==> config.mk <==
export PLATFORM = sky130hd
export DESIGN_NAME = nibble_add_driver
export DESIGN_NICKNAME = d
export VERILOG_FILES = /design/src/rtl/nibble_add_driver.sv
export SDC_FILE = /design/constraint.sdc
export NUM_CORES = 1
export LEC_CHECK = 0
export ABC_CLOCK_PERIOD_IN_PS = 4700
export CORE_ASPECT_RATIO = 1.1
export CORE_MARGIN = 2
export CORE_UTILIZATION = 50
export CTS_CLUSTER_SIZE = 10
export DETAILED_ROUTE_END_ITERATION = 6
export GPL_ROUTABILITY_DRIVEN = 0
export PLACE_DENSITY_LB_ADDON = 0.12
export SLEW_MARGIN = 20
export SYNTH_ARGS = -nofsm -noshare
export SYNTH_HDL_FRONTEND = slang
export SYNTH_SLANG_ARGS = --single-unit
==> constraint.sdc <==
create_clock -name clk -period 4.7 [get_ports clk]
set_clock_uncertainty 0.05 [all_clocks]
set_input_delay 0.47 -clock clk [delete_from_list [all_inputs] [get_ports clk]]
set_output_delay 0.47 -clock clk [all_outputs]
set_load 0.01 [all_outputs]
==> src/rtl/nibble_add_driver.sv <==
// nibble_add_driver: LFSR operand burst source and checker for a registered 4-bit nibble adder.
// Latency: operand launched at edge k is compared against sum_in at edge k+1+LATENCY; all outputs registered.
// Backpressure: none; operands issue back-to-back once started, and start is ignored unless IDLE.
// Optional: define NIBBLE_ADD_DRIVER_FIRST_ERR_EN to add first_err_idx / first_err_op outputs.
module nibble_add_driver #(
  parameter int COUNT_W = 8,
  parameter int LATENCY = 1
) (
  input  logic               clk,
  input  logic               reset,
  input  logic               start,
  input  logic [COUNT_W-1:0] n_pairs,
  input  logic [7:0]         seed,
  output logic [7:0]         op_out,
  output logic               op_valid,
  input  logic [3:0]         sum_in,
  output logic               busy,
  output logic               done,
  output logic               pass,
  output logic [COUNT_W-1:0] err_count
`ifdef NIBBLE_ADD_DRIVER_FIRST_ERR_EN
  ,
  output logic [COUNT_W-1:0] first_err_idx,
  output logic [7:0]         first_err_op
`endif
);

  localparam int DEPTH = LATENCY + 1;

  typedef enum logic [1:0] {IDLE, RUN, DRAIN, DONE} state_t;

  state_t             state, state_nxt;
  logic [7:0]         lfsr;
  logic [COUNT_W-1:0] remaining;

  // Expected-result delay line; stage LATENCY lines up with sum_in.
  logic [DEPTH-1:0]   vld_pipe;
  logic [3:0]         exp_pipe [DEPTH];

`ifdef NIBBLE_ADD_DRIVER_FIRST_ERR_EN
  logic [COUNT_W-1:0] launch_idx;
  logic [COUNT_W-1:0] idx_pipe [DEPTH];
  logic [7:0]         op_pipe  [DEPTH];
`endif

  logic               start_ok;
  logic               launch;
  logic               last_launch;
  logic               drain_empty;
  logic               mismatch;
  logic               err_sat;

  logic [7:0]         op_out_nxt;
  logic               op_valid_nxt;
  logic               busy_nxt;
  logic               done_nxt;
  logic               pass_nxt;
  logic [COUNT_W-1:0] err_count_nxt;

  function automatic logic [7:0] lfsr_step(input logic [7:0] v);
    return v[0] ? ((v >> 1) ^ 8'hB8) : (v >> 1);
  endfunction

  // Control decodes shared by next-state and output logic.
  always_comb begin
    start_ok    = (state == IDLE) && start;
    launch      = (state == RUN);
    last_launch = launch && (remaining == COUNT_W'(1));
    // Last operand sits in the tail once every earlier stage is empty.
    drain_empty = ~|vld_pipe[LATENCY-1:0];
    mismatch    = vld_pipe[LATENCY] && (sum_in != exp_pipe[LATENCY]);
    err_sat     = (err_count == {COUNT_W{1'b1}});
  end

  // State register.
  always_ff @(posedge clk or posedge reset) begin
    if (reset) state <= IDLE;
    else       state <= state_nxt;
  end

  // Next-state logic.
  always_comb begin
    state_nxt = state;
    case (state)
      IDLE: begin
        if (start) state_nxt = (n_pairs == '0) ? DONE : RUN;
      end
      RUN: begin
        if (last_launch) state_nxt = DRAIN;
      end
      DRAIN: begin
        if (drain_empty) state_nxt = DONE;
      end
      DONE: state_nxt = IDLE;
      default: state_nxt = IDLE;
    endcase
  end

  // Next values for the registered outputs.
  always_comb begin
    op_out_nxt    = launch ? lfsr : 8'h00;
    op_valid_nxt  = launch;
    busy_nxt      = (state_nxt == RUN) || (state_nxt == DRAIN);
    done_nxt      = (state == DONE);
    pass_nxt      = pass;
    err_count_nxt = err_count;
    if (start_ok) begin
      pass_nxt      = 1'b0;
      err_count_nxt = '0;
    end else begin
      if (state == DONE) pass_nxt = (err_count == '0);
      if (mismatch && !err_sat) err_count_nxt = err_count + COUNT_W'(1);
    end
  end

  // Output registers.
  always_ff @(posedge clk or posedge reset) begin
    if (reset) begin
      op_out    <= 8'h00;
      op_valid  <= 1'b0;
      busy      <= 1'b0;
      done      <= 1'b0;
      pass      <= 1'b0;
      err_count <= '0;
    end else begin
      op_out    <= op_out_nxt;
      op_valid  <= op_valid_nxt;
      busy      <= busy_nxt;
      done      <= done_nxt;
      pass      <= pass_nxt;
      err_count <= err_count_nxt;
    end
  end

  // Operand generator: LFSR and remaining-pair counter.
  always_ff @(posedge clk or posedge reset) begin
    if (reset) begin
      lfsr      <= 8'h01;
      remaining <= '0;
    end else if (start_ok) begin
      // All-zero is the LFSR lock-up state, so substitute 1.
      lfsr      <= (seed == 8'h00) ? 8'h01 : seed;
      remaining <= n_pairs;
    end else if (launch) begin
      lfsr      <= lfsr_step(lfsr);
      remaining <= remaining - COUNT_W'(1);
    end
  end

  // Expected-sum delay line, shifting every cycle.
  always_ff @(posedge clk or posedge reset) begin
    if (reset) begin
      vld_pipe <= '0;
      for (int i = 0; i < DEPTH; i++) exp_pipe[i] <= 4'h0;
    end else begin
      vld_pipe    <= {vld_pipe[LATENCY-1:0], launch};
      exp_pipe[0] <= lfsr[7:4] + lfsr[3:0];
      for (int i = 1; i < DEPTH; i++) exp_pipe[i] <= exp_pipe[i-1];
    end
  end

`ifdef NIBBLE_ADD_DRIVER_FIRST_ERR_EN
  // Operand byte and pair index travel alongside the expected sum.
  always_ff @(posedge clk or posedge reset) begin
    if (reset) begin
      launch_idx <= '0;
      for (int i = 0; i < DEPTH; i++) begin
        idx_pipe[i] <= '0;
        op_pipe[i]  <= 8'h00;
      end
    end else begin
      if (start_ok)    launch_idx <= '0;
      else if (launch) launch_idx <= launch_idx + COUNT_W'(1);
      idx_pipe[0] <= launch_idx;
      op_pipe[0]  <= lfsr;
      for (int i = 1; i < DEPTH; i++) begin
        idx_pipe[i] <= idx_pipe[i-1];
        op_pipe[i]  <= op_pipe[i-1];
      end
    end
  end

  // First mismatch of a burst is the one seen while err_count is still zero.
  always_ff @(posedge clk or posedge reset) begin
    if (reset) begin
      first_err_idx <= '0;
      first_err_op  <= 8'h00;
    end else if (start_ok) begin
      first_err_idx <= '0;
      first_err_op  <= 8'h00;
    end else if (mismatch && (err_count == '0)) begin
      first_err_idx <= idx_pipe[LATENCY];
      first_err_op  <= op_pipe[LATENCY];
    end
  end
`endif

endmodule

After elaboration in Yosys (flattened, before gate mapping):

Index checks and enable logic that the tools add are counted.

* shift-type cells: 0
* divide/modulo/power cells: 0
* reduce and logical (&&, ||, !) cells: 13
* bitwise operators: 1
* add/subtract/negate cells: 3
* equality and inequality tests: 8
* magnitude comparators: 0
* multiply operators: 0
* muxes and demuxes: 16

Operator list (count)
* $mux 8: 9
* $logic_not 8->1: 3
* $add 8x1->8 const B: 1
* $eq 8x1->1 const B: 1
* $eq 8x8->1 const B: 1
* $mux 2: 4
* $pmux 2 s4: 1
* $sub 8x1->8 const B: 1
* $eq 2x2->1 const B: 3
* $reduce_bool 2->1: 3
* $add 4x4->4: 1
* $eq 2x1->1 const B: 2
* $logic_and 1x1->1: 4
* $ne 4x4->1: 1
* $not 3->4: 1
* $logic_not 2->1: 1
* $mux 1: 2
* $logic_not 1->1: 1
* $logic_or 1x1->1: 1

* memories: 0
* bits in registers: 48
* latch bits: 0
* logic and storage cells: 53
* output and inout port bits: 20
* memory bits (read-only): 0
* RAM bits: 0

Logic depth before layout (Yosys ltp):

Gate-level depths: netlist of the first run.

* depth in word-level cells: 6
* depth in mapped cells: 7
* gate-level depth less buffers: 6

Least setup slack after synthesis of the first run:

No wires, ideal clock.

* path type: flip-flop to flip-flop
* from: reg err_count[0]
* to: reg err_count[6]
* path buffers: 0
* stages on the path, launching flop included: 6
* setup time: 123 ps
* setup slack: 2992 ps
* arrival time: 1535 ps
* required time: 4527 ps
* cell sequence: dfrtp_1 -> ha_1 -> nand3_1 -> o21ai_2 -> or4_1 -> mux2i_1

* longest elaborated chain between the ends: 4
* elaborated cells on any way between the ends: 7

Ends and longest elaborated chain
* start: declaration: RTL line 20 `output logic [COUNT_W-1:0] err_count`
* start signal: assignment: RTL line 131 `err_count <= err_count_nxt;`
* parallel branches: the longest is 4 deep, another holds $add 8x1->8

Several ways; the timed one is not identified. The select of a mux whose other input is x is not followed.
A chain may end at the register's enable or synchronous reset.

Worst setup path in the final report of the first run:

* from: reg state[1]
* to: reg remaining[3]

* longest elaborated chain between the ends: 3
* elaborated cells on any way between the ends: 5

Ends and longest elaborated chain
* start: declaration: RTL line 32 `state_t state, state_nxt;`
* start signal: assignment: RTL line 78 `else state <= state_nxt;`
* $logic_not 2->1: RTL line 66 `start_ok = (state == IDLE) && start;`
* $logic_and 1x1->1: RTL line 66
* $mux 8 or $reduce_bool 2->1 (tied branches)
* end signal: assignment: RTL line 143 `remaining <= n_pairs;`
* end signal: assignment: RTL line 146 `remaining <= remaining - COUNT_W'(1);`
* end: declaration: RTL line 34 `logic [COUNT_W-1:0] remaining;`

Several ways; a longest one is shown, not always the timed one.

==> out/qor.yml, run 1 <==
critical_path:
  path_class: "flip-flop to flip-flop"
  critPathMaxFanout: 13
  rrSetupSlack_ns: 2.71
  worst_ep_required_time_ns: 4.82
  crit_path_top_delay_cell: "dfrtp_1"
  end_kind: "flip-flop"
  worst_path_largest_cell_delay_ns: 0.48
  crit_chain: "nand2b_1 > inv_1 > nand3_1 > o211ai_1 > o311ai_1"
  arrival_ns: 2.11
  worst_setup_path_start_kind: "flip-flop"
cts:
  root_buffer: "clkbuf_8"
  cts_sinks: 47
  clkLatencyLatePin_ns: 0.30
  cts_tree: "yes"
  numCtsBuffers: 5
  postCtsSetupBuffers: 0
  ctsResizeCount: 0
  cts-htree-levels: 2
  hold_buffers: 0
  ctsLongestPathBuffers: 2
  path_clk_slew_ns: 0.09
cells_and_area:
  antennaDiodeCount: 0
  area.growth.synth_to_final_pct: 24.7
  final_common_cell: "dfrtp_1"
  final_nets: 279
  design_area_mm2: 0.00275
  fin_cells: 303
  drive_gt1_share_pct: 6.43
  mostFrequentLayoutCells: "dfrtp_1, clkdlybuf4s50_1, nand2_1, o21ai_0, a21oi_1"
  postLayoutCoreUtil_pct: 64.6
floorplan:
  die-area_mm2: 0.00496
  die_height_um: 73.6
  std_cell_rows: 25
  dieWidth_um: 67.3
  core_mm2: 0.00425
  start_util_pct: 51.8
  io_pins: 43
power_and_ir_drop:
  ir_worst_vdd_uv: 347
  leakage_nw: 1.16
  powerDensity_mw_per_mm2: 591
run_status:
  status: "finished, final reports clean"
timing:
  hold_viol: 0
  finalMaxSlewViolations: 0
  rsz0062_at_grt: "false"
  period_share_pct: 42.4
  relSlewSlack_pct: 47.3
  worst_pin_slew_ns: 0.790
  fin_ws_ns: 2.71
  fmaxAchievable_mhz: 502
  finalSetupViolCount: 0
  tns_ns: 0
  period_needed_ns: 1.99
global_route:
  overflow: 0
  antenna_found_initial: 0
  grt_first_pass_wirelength_um: 7460
  grt_use_total_pct: 20.2
  grt_pass1_vias: 1657
  grt_start_max_net_pins: 48
min_path:
  worstHoldPathType: "flip-flop to flip-flop"
synth:
  netlist_instances: 206
  yosys.cell_types.count: 42
  synth_area_mm2: 0.00220
  avgSynthCellArea_um2: 10.7
  synth-seq-cells: 47
  ys_seq_area_share_pct: 53.4
  ys.warnings.count: 0
  synth_nets: 237
drt:
  ant_nets: 0
  drt_iter0_markers: 133
  routed_wl_um: 4310
  dr.pass1.iters: 4
  vias: 1691
  drc: 0
  viasPerCell: 5.58
  wl_per_cell_um: 14.2
job:
  max-cap-violations: 0
place:
  place_ws_ns: 2.53
  port_buffers: 42
  hpwlAfterDp_um: 3020
  dp_cells: 295
  place_area_mm2: 0.00266
path summary, 6_finish.rpt:
path,endpoint,from,cells after the start
setup / recovery,remaining[3],state[1],5
hold / removal,exp_pipe[1],exp_pipe[5],0
setup reg to reg,remaining[3],state[1],5
hold reg to reg,exp_pipe[1],exp_pipe[5],0
max in group asynchronous,err_count[6],reset,2
min in group asynchronous,exp_pipe[6],reset,2
metal layers:
metal / wire length, µm / track usage, % / up-vias
met1: 2080 / 27.0 / 817
met4: 56 / 6.12 / 0
met2: 1990 / 32.7 / 47
met3: 182 / 5.05 / 7
li1: - / - / 820
met5: 0 / 0 / -
flip-flops by register name (all words and copies together), names as in the netlist:
signal	count
exp_pipe	8
pass	1
remaining	8
err_count	8
done	1
lfsr	8
state	2
vld_pipe	2
busy	1
op_out	8
cells by family after synthesis:
logic type      Yosys count  synth area share, %
compound gates           44                 13.1
xor+xnor                 11                 4.37
fa+ha+maj                 8                 4.88
buf+inv                  16                 3.23
flops                    47                 53.4
mux                       4                 1.82
simple gates             76                 19.2
cell type report:
cell class	count	area (µm²)
flip-flops and latches	47	1180
multi-input cells	143	956
fillers	368	1510
clock inverters	3	20.0
repair buffers	43	428
inverters	8	31.3
clock buffers	5	68.8
well taps	54	67.6
synthesized netlist by cell type:
cell      count  area share, %
clkbuf_1      4           0.68
o21ai_0      12            2.7
o311ai_0      1           0.40
nor3b_1       1           0.34
a22oi_1       4            1.4
o21bai_1      1           0.34
nor3b_4       1           0.85
nand3_1      10            2.3
a221o_1       4            1.8
ha_1          7            4.0
o311ai_1      1           0.40
and2_1        9            2.6
a211o_1       1           0.40
xnor2_1       8            3.2
mux2i_1       4            1.8
nor3_1        5            1.1
nand4_1       3           0.85
buf_6         1           0.51
buf_2         3           0.68
dfstp_2       1            1.2
a21oi_1      11            2.5
nand2_1      20            3.4
a31o_2        1           0.40
nor2_1        8            1.4
o21ai_2       1           0.40
nand3b_1      2           0.68
nor4_1        5            1.4
xor2_1        3            1.2
dfrtp_1      46             52
a21boi_0      1           0.34
a21o_1        1           0.34
o21a_1        1           0.34
nor4_2        1           0.57
nand2b_1      5            1.4
nand4b_1      1           0.40
nor4b_1       1           0.40
fa_1          1           0.91
or4_1         3            1.0
o211ai_1      2           0.68
inv_1         8            1.4
and4_4        1           0.51
o31ai_1       2           0.68
stage by stage:
stage	hold slack [ns]	total power, W
2_1_floorplan	0.281	0.00116
3_3_place_gp	0.284	0.00138
3_5_place_dp	0.286	0.00139
4_1_cts	0.305	0.00163
5_1_grt	0.319	0.00176
6_report	0.304	0.00162
worst max-delay path, delay by kind of cell (launching register included):
| kind | cells | cell delay, ns |
|---|---|---|
| AO/OA/AOI/OAI | 2 | 0.33 |
| AND/OR/NAND/NOR | 2 | 0.62 |
| buffers and inverters | 1 | 0.39 |
| flip-flops | 1 | 0.48 |
power breakdown:
group	switching [W]	internal, W	total (W)	leakage, nW
Sequential	0.000150	0.000578	0.000728	0.593
Combinational	0.000326	0.000329	0.000655	0.528
Clock	0.000137	0.000104	0.000240	0.0402
Note: power is estimated with default switching activity, not from simulation.
==> inputs of run 2 (changes only) <==
--- a/config.mk
+++ b/config.mk
@@ -5,7 +5,7 @@
 export SDC_FILE = /design/constraint.sdc
 export NUM_CORES = 1
 export LEC_CHECK = 0
-export ABC_CLOCK_PERIOD_IN_PS = 4700
+export ABC_CLOCK_PERIOD_IN_PS = 2100
 export CORE_ASPECT_RATIO = 1.1
 export CORE_MARGIN = 2
 export CORE_UTILIZATION = 50
==> constraint.sdc (replaced) <==
create_clock -name clk -period 2.1 [get_ports clk]
set_clock_uncertainty 0.05 [all_clocks]
set_input_delay 0.21 -clock clk [delete_from_list [all_inputs] [get_ports clk]]
set_output_delay 0.21 -clock clk [all_outputs]
set_load 0.01 [all_outputs]
==> out/qor.yml, run 2 (synthesis gave the netlist of run 1 again) <==
run_status:
  status: "finished, final reports clean"
cts:
  hold_buffers: 0
  path_clk_slew_ns: 0.09
  ctsLongestPathBuffers: 2
  postCtsSetupBuffers: 0
  numCtsBuffers: 5
  cts_sinks: 47
  cts_tree: "yes"
  clkLatencyLatePin_ns: 0.30
  cts-htree-levels: 2
  ctsResizeCount: 0
  root_buffer: "clkbuf_8"
floorplan:
  dieWidth_um: 67.3
  die-area_mm2: 0.00496
  core_mm2: 0.00425
  die_height_um: 73.6
  start_util_pct: 51.8
  std_cell_rows: 25
  io_pins: 43
critical_path:
  arrival_ns: 1.93
  path_depth: 5
  critical-path-top-delay-family: "simple AND/OR/NAND/NOR gates"
  crit_buf_inv: 0
  path_class: "flip-flop to flip-flop"
  rr_worst_depth: 5
  worst_setup_path_start_kind: "flip-flop"
  worst_ep_required_time_ns: 2.24
  crit_path_top_delay_cell: "or4_1"
  worst_path_largest_cell_delay_ns: 0.51
  critPathMaxFanout: 10
  end_kind: "flip-flop"
  crit_chain: "ha_1 > nand3_1 > o21ai_2 > or4_1 > mux2i_1"
drt:
  drt_iter0_markers: 108
  drc: 0
  vias: 1700
  routed_wl_um: 4370
  ant_nets: 0
  dr.pass1.iters: 4
  wl_per_cell_um: 14.2
  viasPerCell: 5.54
timing:
  relSlewSlack_pct: 68.0
  rsz0062_at_grt: "false"
  hold_viol: 0
  worst_pin_slew_ns: 0.478
  fin_ws_ns: 0.309
  finalSetupViolCount: 0
  tns_ns: 0
  finalMaxSlewViolations: 0
  period_share_pct: 85.3
  fmaxAchievable_mhz: 558
  period_needed_ns: 1.79
job:
  max-cap-violations: 0
cells_and_area:
  mostFrequentLayoutCells: "dfrtp_1, clkdlybuf4s50_1, nand2_1, o21ai_0, a21oi_1"
  final_common_cell: "dfrtp_1"
  n_fill_cell: 366
  final_nets: 283
  area.growth.synth_to_final_pct: 26.6
  antennaDiodeCount: 0
  fin_cells: 307
  design_area_mm2: 0.00279
  drive_gt1_share_pct: 7.91
place:
  dp_cells: 299
  port_buffers: 42
  hpwlAfterDp_um: 3180
  place_area_mm2: 0.00270
  place_ws_ns: 0.320
global_route:
  grt_use_total_pct: 20.3
  overflow: 0
  antenna_found_initial: 0
  grt_start_max_net_pins: 48
  grt_pass1_vias: 1619
  grt_first_pass_wirelength_um: 7450
power_and_ir_drop:
  powerDensity_mw_per_mm2: 1320
  pwr-share-seq_pct: 44.0
  swShare_pct: 37.6
  p_switching_w: 0.00139
  intPower_w: 0.00230
  clockPowerShare_pct: 14.5
  ir_worst_vdd_uv: 648
  comb_power_share_pct: 41.5
  leakage_nw: 1.19
min_path:
  worstHoldPathType: "input port to async pin"
## run 2: changes by cell type in the layout (fill, tap and decap cells not counted)
cell	previous run	this run
buf_4	1	4
buf_12	0	1
clkinv_2	2	1
inv_2	0	1
## run 2: routing by layer
metal  share of wire (%)  global-route usage, %
met1                  46                   26.7
met2                  48                   31.9
met3                 5.1                   5.36
met4                0.66                   8.16
met5                   0                      0
## run 2: power by group through the flow
| stage | clock (W) | sequential [W] | combinational (W) |
|---|---|---|---|
| final | 0.000536 | 0.00162 | 0.00153 |
| after global routing | 0.000596 | 0.00168 | 0.00173 |
| after CTS | 0.000554 | 0.00162 | 0.00155 |
| after detailed placement | 0 | 0.00164 | 0.00154 |
| after global placement | 0 | 0.00163 | 0.00149 |
| after floorplan | 0 | 0.00159 | 0.00101 |
## run 2: layout make-up
class	instances	area [µm²]	share of cell area (%)
clock inverter	3	20.0	0.717
multi-input combinational	143	956	34.3
inverter	8	30.0	1.08
tap	54	67.6	2.42
timing repair buffer	47	470	16.9
clock buffer	5	68.8	2.47
sequential	47	1180	42.2
## run 2: worst reg2reg max path: stages, from the launching register on
cell and delay (ns):
dfrtp_1 0.45, ha_1 0.28, nand3_1 0.13, o21ai_2 0.13, or4_1 0.51, mux2i_1 0.14
## run 2: final timing paths
check,start,to,slack [ns]
min in group clk,exp_pipe[7],exp_pipe[3],0.30
hold reg to reg,exp_pipe[7],exp_pipe[3],0.30
max in group asynchronous,reset,lfsr[0],1.52
setup reg to reg,err_count[0],err_count[6],0.31
setup / recovery,err_count[0],err_count[6],0.31
hold / removal,reset,err_count[4],0.21
## run 2: stage by stage
step	utilization [%]	total power (W)	hold WS (ns)
global placement	63.5	0.00312	0.283
global route	65.6	0.00400	0.231
finish	65.6	0.00369	0.211
floorplan	-	0.00260	0.277
CTS	65.6	0.00372	0.222
detailed placement	63.5	0.00318	0.285
==> inputs of run 3 (changes only) <==
--- a/config.mk
+++ b/config.mk
@@ -7,13 +7,11 @@
 export LEC_CHECK = 0
 export ABC_CLOCK_PERIOD_IN_PS = 2100
 export CORE_ASPECT_RATIO = 1.1
-export CORE_MARGIN = 2
 export CORE_UTILIZATION = 50
 export CTS_CLUSTER_SIZE = 10
 export DETAILED_ROUTE_END_ITERATION = 6
 export GPL_ROUTABILITY_DRIVEN = 0
 export PLACE_DENSITY_LB_ADDON = 0.12
-export SLEW_MARGIN = 20
 export SYNTH_ARGS = -nofsm -noshare
 export SYNTH_HDL_FRONTEND = slang
 export SYNTH_SLANG_ARGS = --single-unit
==> out/qor.yml, run 3 (synthesis gave the netlist of run 1 again) <==
global_route:
  antenna_found_initial: 0
  grt_start_max_net_pins: 48
  grt_first_pass_wirelength_um: 7650
  grt_pass1_vias: 1665
  overflow: 0
  grt_use_total_pct: 21.5
floorplan:
  die_height_um: 71.6
  std_cell_rows: 24
  dieWidth_um: 65.3
  core_mm2: 0.00408
  start_util_pct: 54.0
  die-area_mm2: 0.00468
  io_pins: 43
cells_and_area:
  mostFrequentLayoutCells: "dfrtp_1, clkdlybuf4s50_1, nand2_1, o21ai_0, a21oi_1"
  final_common_cell: "dfrtp_1"
  area.growth.synth_to_final_pct: 27.3
  final_nets: 284
  drive_gt1_share_pct: 7.87
  postLayoutCoreUtil_pct: 68.7
  antennaDiodeCount: 0
drt:
  drt_iter0_markers: 110
  routed_wl_um: 4330
  vias: 1719
  viasPerCell: 5.62
  ant_nets: 0
  dr.pass1.iters: 5
  wl_per_cell_um: 14.2
  drc: 0
power_and_ir_drop:
  powerDensity_mw_per_mm2: 1340
  leakage_nw: 1.20
  ir_worst_vdd_uv: 709
  finalPower_w: 0.00375
timing:
  finalMaxSlewViolations: 0
  rsz0062_at_grt: "false"
  fin_ws_ns: 0.322
  period_needed_ns: 1.78
  fmaxAchievable_mhz: 563
  worst_pin_slew_ns: 0.442
  finalSetupViolCount: 0
  tns_ns: 0
  hold_viol: 0
  hold_slack_ns: 0.217
  relSlewSlack_pct: 70.5
  period_share_pct: 84.6
critical_path:
  worst_path_largest_cell_delay_ns: 0.52
  crit_buf_inv: 0
  rr_worst_depth: 5
  critical-path-top-delay-family: "simple AND/OR/NAND/NOR gates"
  crit_chain: "ha_1 > nand3_1 > o21ai_2 > or4_1 > a21oi_1"
  end_kind: "flip-flop"
  path_class: "flip-flop to flip-flop"
  worst_setup_path_start_kind: "flip-flop"
  arrival_ns: 1.95
  path_depth: 5
  critPathMaxFanout: 10
  crit_path_top_delay_cell: "or4_1"
  worst_ep_required_time_ns: 2.27
cts:
  root_buffer: "clkbuf_8"
  cts_tree: "yes"
  ctsLongestPathBuffers: 2
  cts-htree-levels: 2
  ctsResizeCount: 0
  cts_sinks: 47
  path_clk_slew_ns: 0.08
  postCtsSetupBuffers: 0
  clkLatencyLatePin_ns: 0.29
  numCtsBuffers: 5
  hold_buffers: 0
job:
  max-cap-violations: 0
run_status:
  status: "finished, final reports clean"
min_path:
  worstHoldPathType: "input port to async pin"
place:
  port_buffers: 42
  place_ws_ns: 0.340
  hpwlAfterDp_um: 3160
## run 3: cell count changes in the layout (fill, tap and decap cells not counted), sizes merged
cell      previous run  this run
buf                  5         6
clkinvlp             2         0
clkinv               1         0
clkbuf               5         8
## run 3: power breakdown
group / switching (W) / leakage, nW / internal (W)
clock: 0.000286 / 0.0515 / 0.000301
combinational: 0.000766 / 0.558 / 0.000788
sequential: 0.000314 / 0.593 / 0.00130
total: 0.00137 / 1.20 / 0.00238
## run 3: final timing paths
| kind | from | end | slack, ns |
|---|---|---|---|
| min | reset | err_count[4] | 0.22 |
| min reg2reg | exp_pipe[6] | exp_pipe[2] | 0.31 |
| max | err_count[0] | err_count[4] | 0.32 |
| max in group asynchronous | reset | lfsr[0] | 1.51 |
| max reg2reg | err_count[0] | err_count[4] | 0.32 |
| min in group clk | exp_pipe[6] | exp_pipe[2] | 0.31 |
## run 3: layout make-up
class                           count  area, µm²
Inverter                            8       30.0
Clock buffer                        8        100
Tap cell                           52       65.1
Sequential cell                    47       1180
Timing Repair Buffer               48        478
Fill cell                         341       1280
Multi-Input combinational cell    143        956
## run 3: worst min-delay path, stage by stage
cell             delay [ns]
clkdlybuf4s50_1        0.41
inv_2                  0.07
buf_12                 0.24
## run 3: routing by layer
layer,vias up,global-route usage [%],wire [µm]
li1,829,-,-
met1,830,27.8,1890
met2,52,35.5,2140
met3,8,5.10,213
met4,0,7.00,88
met5,-,0,0
## run 3: per-stage QoR
stage	area, µm²	cells
6_report	2810	306
2_1_floorplan	2200	206
4_1_cts	2810	306
3_3_place_gp	2710	298
5_1_grt	2810	306
3_5_place_dp	2710	298
==> edit 1: new RTL, config.mk and constraints of run 2 <==
Build with the macro `NIBBLE_ADD_DRIVER_FIRST_ERR_EN` defined.
--- a/src/rtl/nibble_add_driver.sv
+++ b/src/rtl/nibble_add_driver.sv
@@ -3,4 +3,6 @@
 // Backpressure: none; operands issue back-to-back once started, and start is ignored unless IDLE.
 // Optional: define NIBBLE_ADD_DRIVER_FIRST_ERR_EN to add first_err_idx / first_err_op outputs.
+`define NIBBLE_ADD_DRIVER_FIRST_ERR_EN
+
 module nibble_add_driver #(
   parameter int COUNT_W = 8,
Formal check against the unedited RTL (old outputs only; new: first_err_idx and first_err_op): equivalent (equiv_simple and equiv_induct, registers matched by name and starting in step).
==> edit 1 against run 2 <==
Global-route usage fell by 0.32 points. Count of clock-buffer cells in the layout rose by 4. Synthesized cell count rose by 78%. First-iteration DRC count rose by 86%. Worst setup slack got worse by 130 ps. Worst hold slack improved by 18 ps. Non-clock buffer count rose by 34. Area after synthesis rose by 88%. Sequential cell count rose by 56. Total power rose by 98%. Routed wire length rose by 91%. Final area rose by 84%. Cell count rose by 79%.
==> edit 1: results <==
metrics = {
    "run_status": {
        "status": "complete, no violations",
    },
    "placement": {
        "place_area_um2": 4960,
        "dp_cells": 535,
        "post-dp-hpwl_um": 5960,
        "portBuffers": 58,
    },
    "setup_path": {
        "startpoint": "exp_pipe[0]",
        "crit_slowest_cell": "o41ai_4",
        "rrSetupSlack_ps": 180,
        "cp.arrival_ps": 2160,
    },
    "power_and_ir_drop": {
        "p_leak_nw": 2.16,
        "p_int_mw": 4.74,
    },
    "cells_and_area": {
        "fillers": 654,
        "drive_gt1_share_pct": 10.2,
        "layout.cells.non_filler": 551,
    },
    "detailed_routing": {
        "via_per_inst": 5.55,
        "wl_per_cell_um": 15.1,
        "drt_iter0_markers": 201,
    },
    "synth": {
        "synth_xor_area_share_pct": 2.12,
        "yosysSeqAreaShare_pct": 62.4,
        "syn_inst": 366,
        "ys_types": 46,
        "synth_area_leaders": "dfrtp_1 62%, a21oi_1 4.8%, o21ai_0 3.9%",
        "synthAdderAreaFrac_pct": 2.90,
        "synth_top_cells_by_count": "102 x dfrtp_1, 40 x a21oi_1, 32 x o21ai_0",
        "synth_nets": 398,
        "synth_compound_area_share_pct": 15.5,
        "synthMuxAreaShare_pct": 0.968,
    },
    "clock_tree": {
        "cts_buffers": 9,
    },
    "timing": {
        "worst_slew_pin_slew_ps": 660,
    },
}
## edit 1: power groups by stage
| stage | clock (mW) | combinational [mW] | sequential (mW) |
|---|---|---|---|
| after detailed placement | 0 | 2.58 | 3.66 |
| after global placement | 0 | 2.50 | 3.63 |
| after global routing | 1.27 | 2.86 | 3.75 |
| after floorplan | 0 | 1.38 | 3.61 |
| after CTS | 1.17 | 2.59 | 3.62 |
| final | 1.13 | 2.57 | 3.61 |
## edit 1: how the worst min path moves through the flow
stage,startpoint,end,slack [ps],cells past startpoint
detailed placement,exp_pipe[5],exp_pipe[1],280,0
CTS,reset,err_count[4],240,3
floorplan,seed[6],lfsr[6],280,2
global placement,exp_pipe[7],exp_pipe[3],280,0
finish,reset,err_count[4],230,3
global route,reset,err_count[4],260,3
## edit 1: metrics by stage
stage          setup WS (ps)  power, mW  util, %
2_1_floorplan            359       4.98        -
3_3_place_gp           -23.4       6.13     62.4
3_5_place_dp            -121       6.24     62.4
4_1_cts                  172       7.38     64.6
5_1_grt                 20.6       7.87     64.6
6_report                 179       7.31     64.6
## edit 1: cells by family after synthesis
logic type | after synthesis
AO/OA/AOI/OAI | 109
flip-flops | 103
AND/OR/NAND/NOR | 101
buffers and inverters | 30
XOR/XNOR | 10
adder cells (fa/ha/maj) | 9
multiplexers | 4
## edit 1: critical path: cells and delay by family, from the launching register on
kind,cells,cell delay [ps]
AOI/OAI and AO/OA,3,910
xor gates and xnor gates,1,210
buffers and inverters,1,260
DFF,1,420
## edit 1: layout make-up
cell class / instances / area, um2 / share of cell area [%]
well taps: 108 / 135 / 2.63
repair buffers: 81 / 766 / 14.9
inverters: 10 / 41.3 / 0.803
clock inverters: 7 / 56.3 / 1.10
multi-input cells: 233 / 1440 / 28.0
flip-flops and latches: 103 / 2580 / 50.2
clock buffers: 9 / 124 / 2.41
## edit 1: per-layer routing
metal | vias up | routed length [um] | track usage [%]
met5 | - | 0 | 0
met4 | 0 | 77 | 6.04
met3 | 8 | 496 | 4.70
met2 | 105 | 4030 | 31.4
met1 | 1474 | 3740 | 28.0
li1 | 1469 | - | -
==> edit 2: new RTL, settings of run 2 <==
Made on the original files. Re-encode `state_t` (4 states) as one-hot, 4 bits wide.
--- a/src/rtl/nibble_add_driver.sv
+++ b/src/rtl/nibble_add_driver.sv
@@ -28,5 +28,5 @@
   localparam int DEPTH = LATENCY + 1;
 
-  typedef enum logic [1:0] {IDLE, RUN, DRAIN, DONE} state_t;
+  typedef enum logic [3:0] {IDLE = 4'b0001, RUN = 4'b0010, DRAIN = 4'b0100, DONE = 4'b1000} state_t;
 
   state_t             state, state_nxt;
Function: no difference found for any inputs over 10 cycles, from zero or initial values and one cycle with reset high; not proved beyond that.
==> edit 2 against run 2 <==
Die area up 5.0%. Final area up 4.3%. Worst setup slack worse by 12 ps. Routed wire length up 4.6%. Critical path type unchanged. Total power down 6.8%. Sequential cell count up 2. Area after synthesis up 5.3%. Core utilization down 1.7 points.
==> edit 2: results <==
metrics = {
    "run_status": {
        "status": "complete, no violations",
    },
    "synth": {
        "synthMuxAreaShare_pct": 0,
        "synth_area_leaders": "dfrtp_1 51%, ha_1 3.8%, nand2_1 3.7%",
        "synth_xor_area_share_pct": 3.39,
        "synthAdderAreaFrac_pct": 4.63,
        "synth_top_cells_by_count": "47 x dfrtp_1, 23 x nand2_1, 18 x nor2_1",
        "yosysSeqAreaShare_pct": 52.9,
        "synth_nets": 259,
        "synth_compound_area_share_pct": 14.7,
        "ys_types": 46,
        "ys_warn_count": 0,
        "avgSynthCellArea_um2": 10.2,
    },
    "setup_path": {
        "r2r_end": "remaining[0]",
        "crit_slowest_cell": "or4b_1",
        "reg2reg_depth": 4,
        "cp_max_fo": 16,
        "critPathMaxStageDelay_ps": 660,
        "r2r_start": "state[3]",
    },
    "global_routing": {
        "antenna_found_initial": 0,
        "grt_use_met3_pct": 5.32,
        "gr-usage-met1_pct": 28.2,
        "grt_pass1_vias": 1683,
        "grt_max_degree": 31,
        "grt.total_usage_pct": 20.2,
        "grtUsageMet2_pct": 31.1,
        "grt_pass1_wl_um": 7790,
    },
    "placement": {
        "portBuffers": 42,
        "post-dp-hpwl_um": 3260,
        "dp_cells": 323,
    },
    "cells_and_area": {
        "drive_gt1_share_pct": 7.64,
        "fillers": 385,
        "final_nets": 305,
    },
    "power_and_ir_drop": {
        "p_leak_nw": 1.29,
        "irDropWorstVdd_mv": 0.631,
    },
    "detailed_routing": {
        "wl_per_cell_um": 13.8,
        "vias": 1816,
        "drt_iter0_markers": 113,
        "routed.top_layer": "met4",
        "postRouteWirelength_um": 4570,
        "routed-wl-met2_um": 2130,
        "wl_met1_um": 2160,
        "wl_met3_um": 220,
    },
    "timing": {
        "drv_slew": 0,
        "worst_slew_pin_slew_ps": 541,
    },
    "clock_tree": {
        "cts.repair.resized": 0,
        "cts_root_buffer": "clkbuf_8",
        "path_clk_slew_ps": 90,
        "clk_path_buf_depth": 2,
        "htreeDepth": 2,
        "cts_tree": "built",
    },
}
==> edit 2: changes by cell type in the layout (fill, tap and decap cells not counted), sizes merged, moves of 4 or more <==
cell / before / now
inv: 8 / 14
a21oi: 11 / 16
nor2: 8 / 18
xnor2: 8 / 4
mux2i: 4 / 0
a31oi: 0 / 4
and2: 9 / 4
or3: 0 / 5
==> edit 2: kinds of logic after synthesis <==
| group | count (synthesis) |
|---|---|
| AND/OR/NAND/NOR | 86 |
| AO/OA/AOI/OAI | 53 |
| flip-flops | 49 |
| buffers and inverters | 23 |
| XOR/XNOR | 9 |
| adder cells (fa/ha/maj) | 8 |
==> edit 2: worst max path at each step <==
stage	startpoint	end	cells after the start
final	state[3]	remaining[0]	4
after global placement	sum_in[0]	err_count[7]	6
after global routing	state[0]	remaining[6]	5
after detailed placement	sum_in[0]	err_count[5]	6
after CTS	state[3]	remaining[0]	4
after floorplan	state[0]	lfsr[4]	6
==> edit 2: final cells by class <==
type                            instances  share of cell area [%]
Clock buffer                            6                    2.84
Clock inverter                          2                   0.473
Inverter                               15                    2.36
Multi-Input combinational cell        156                    33.5
Sequential cell                        49                    42.2
Tap cell                               56                    2.41
Timing Repair Buffer                   47                    16.2
==> edit 2: where the power goes <==
part,internal (mW),switching (mW)
Combinational,0.627,0.680
Clock,0.267,0.307
Sequential,1.28,0.274
Total,2.18,1.26
==> edit 2: per-stage QoR <==
stage	area, um2	hold slack, ps	setup WS, ps	utilization [%]	power [mW]
6_report	2910	176	297	63.9	3.44
5_1_grt	2910	205	181	63.9	3.74
4_1_cts	2910	184	287	63.9	3.47
3_5_place_dp	2810	286	188	61.8	2.88
3_3_place_gp	2810	286	249	61.8	2.86
2_1_floorplan	2320	276	397	-	2.48
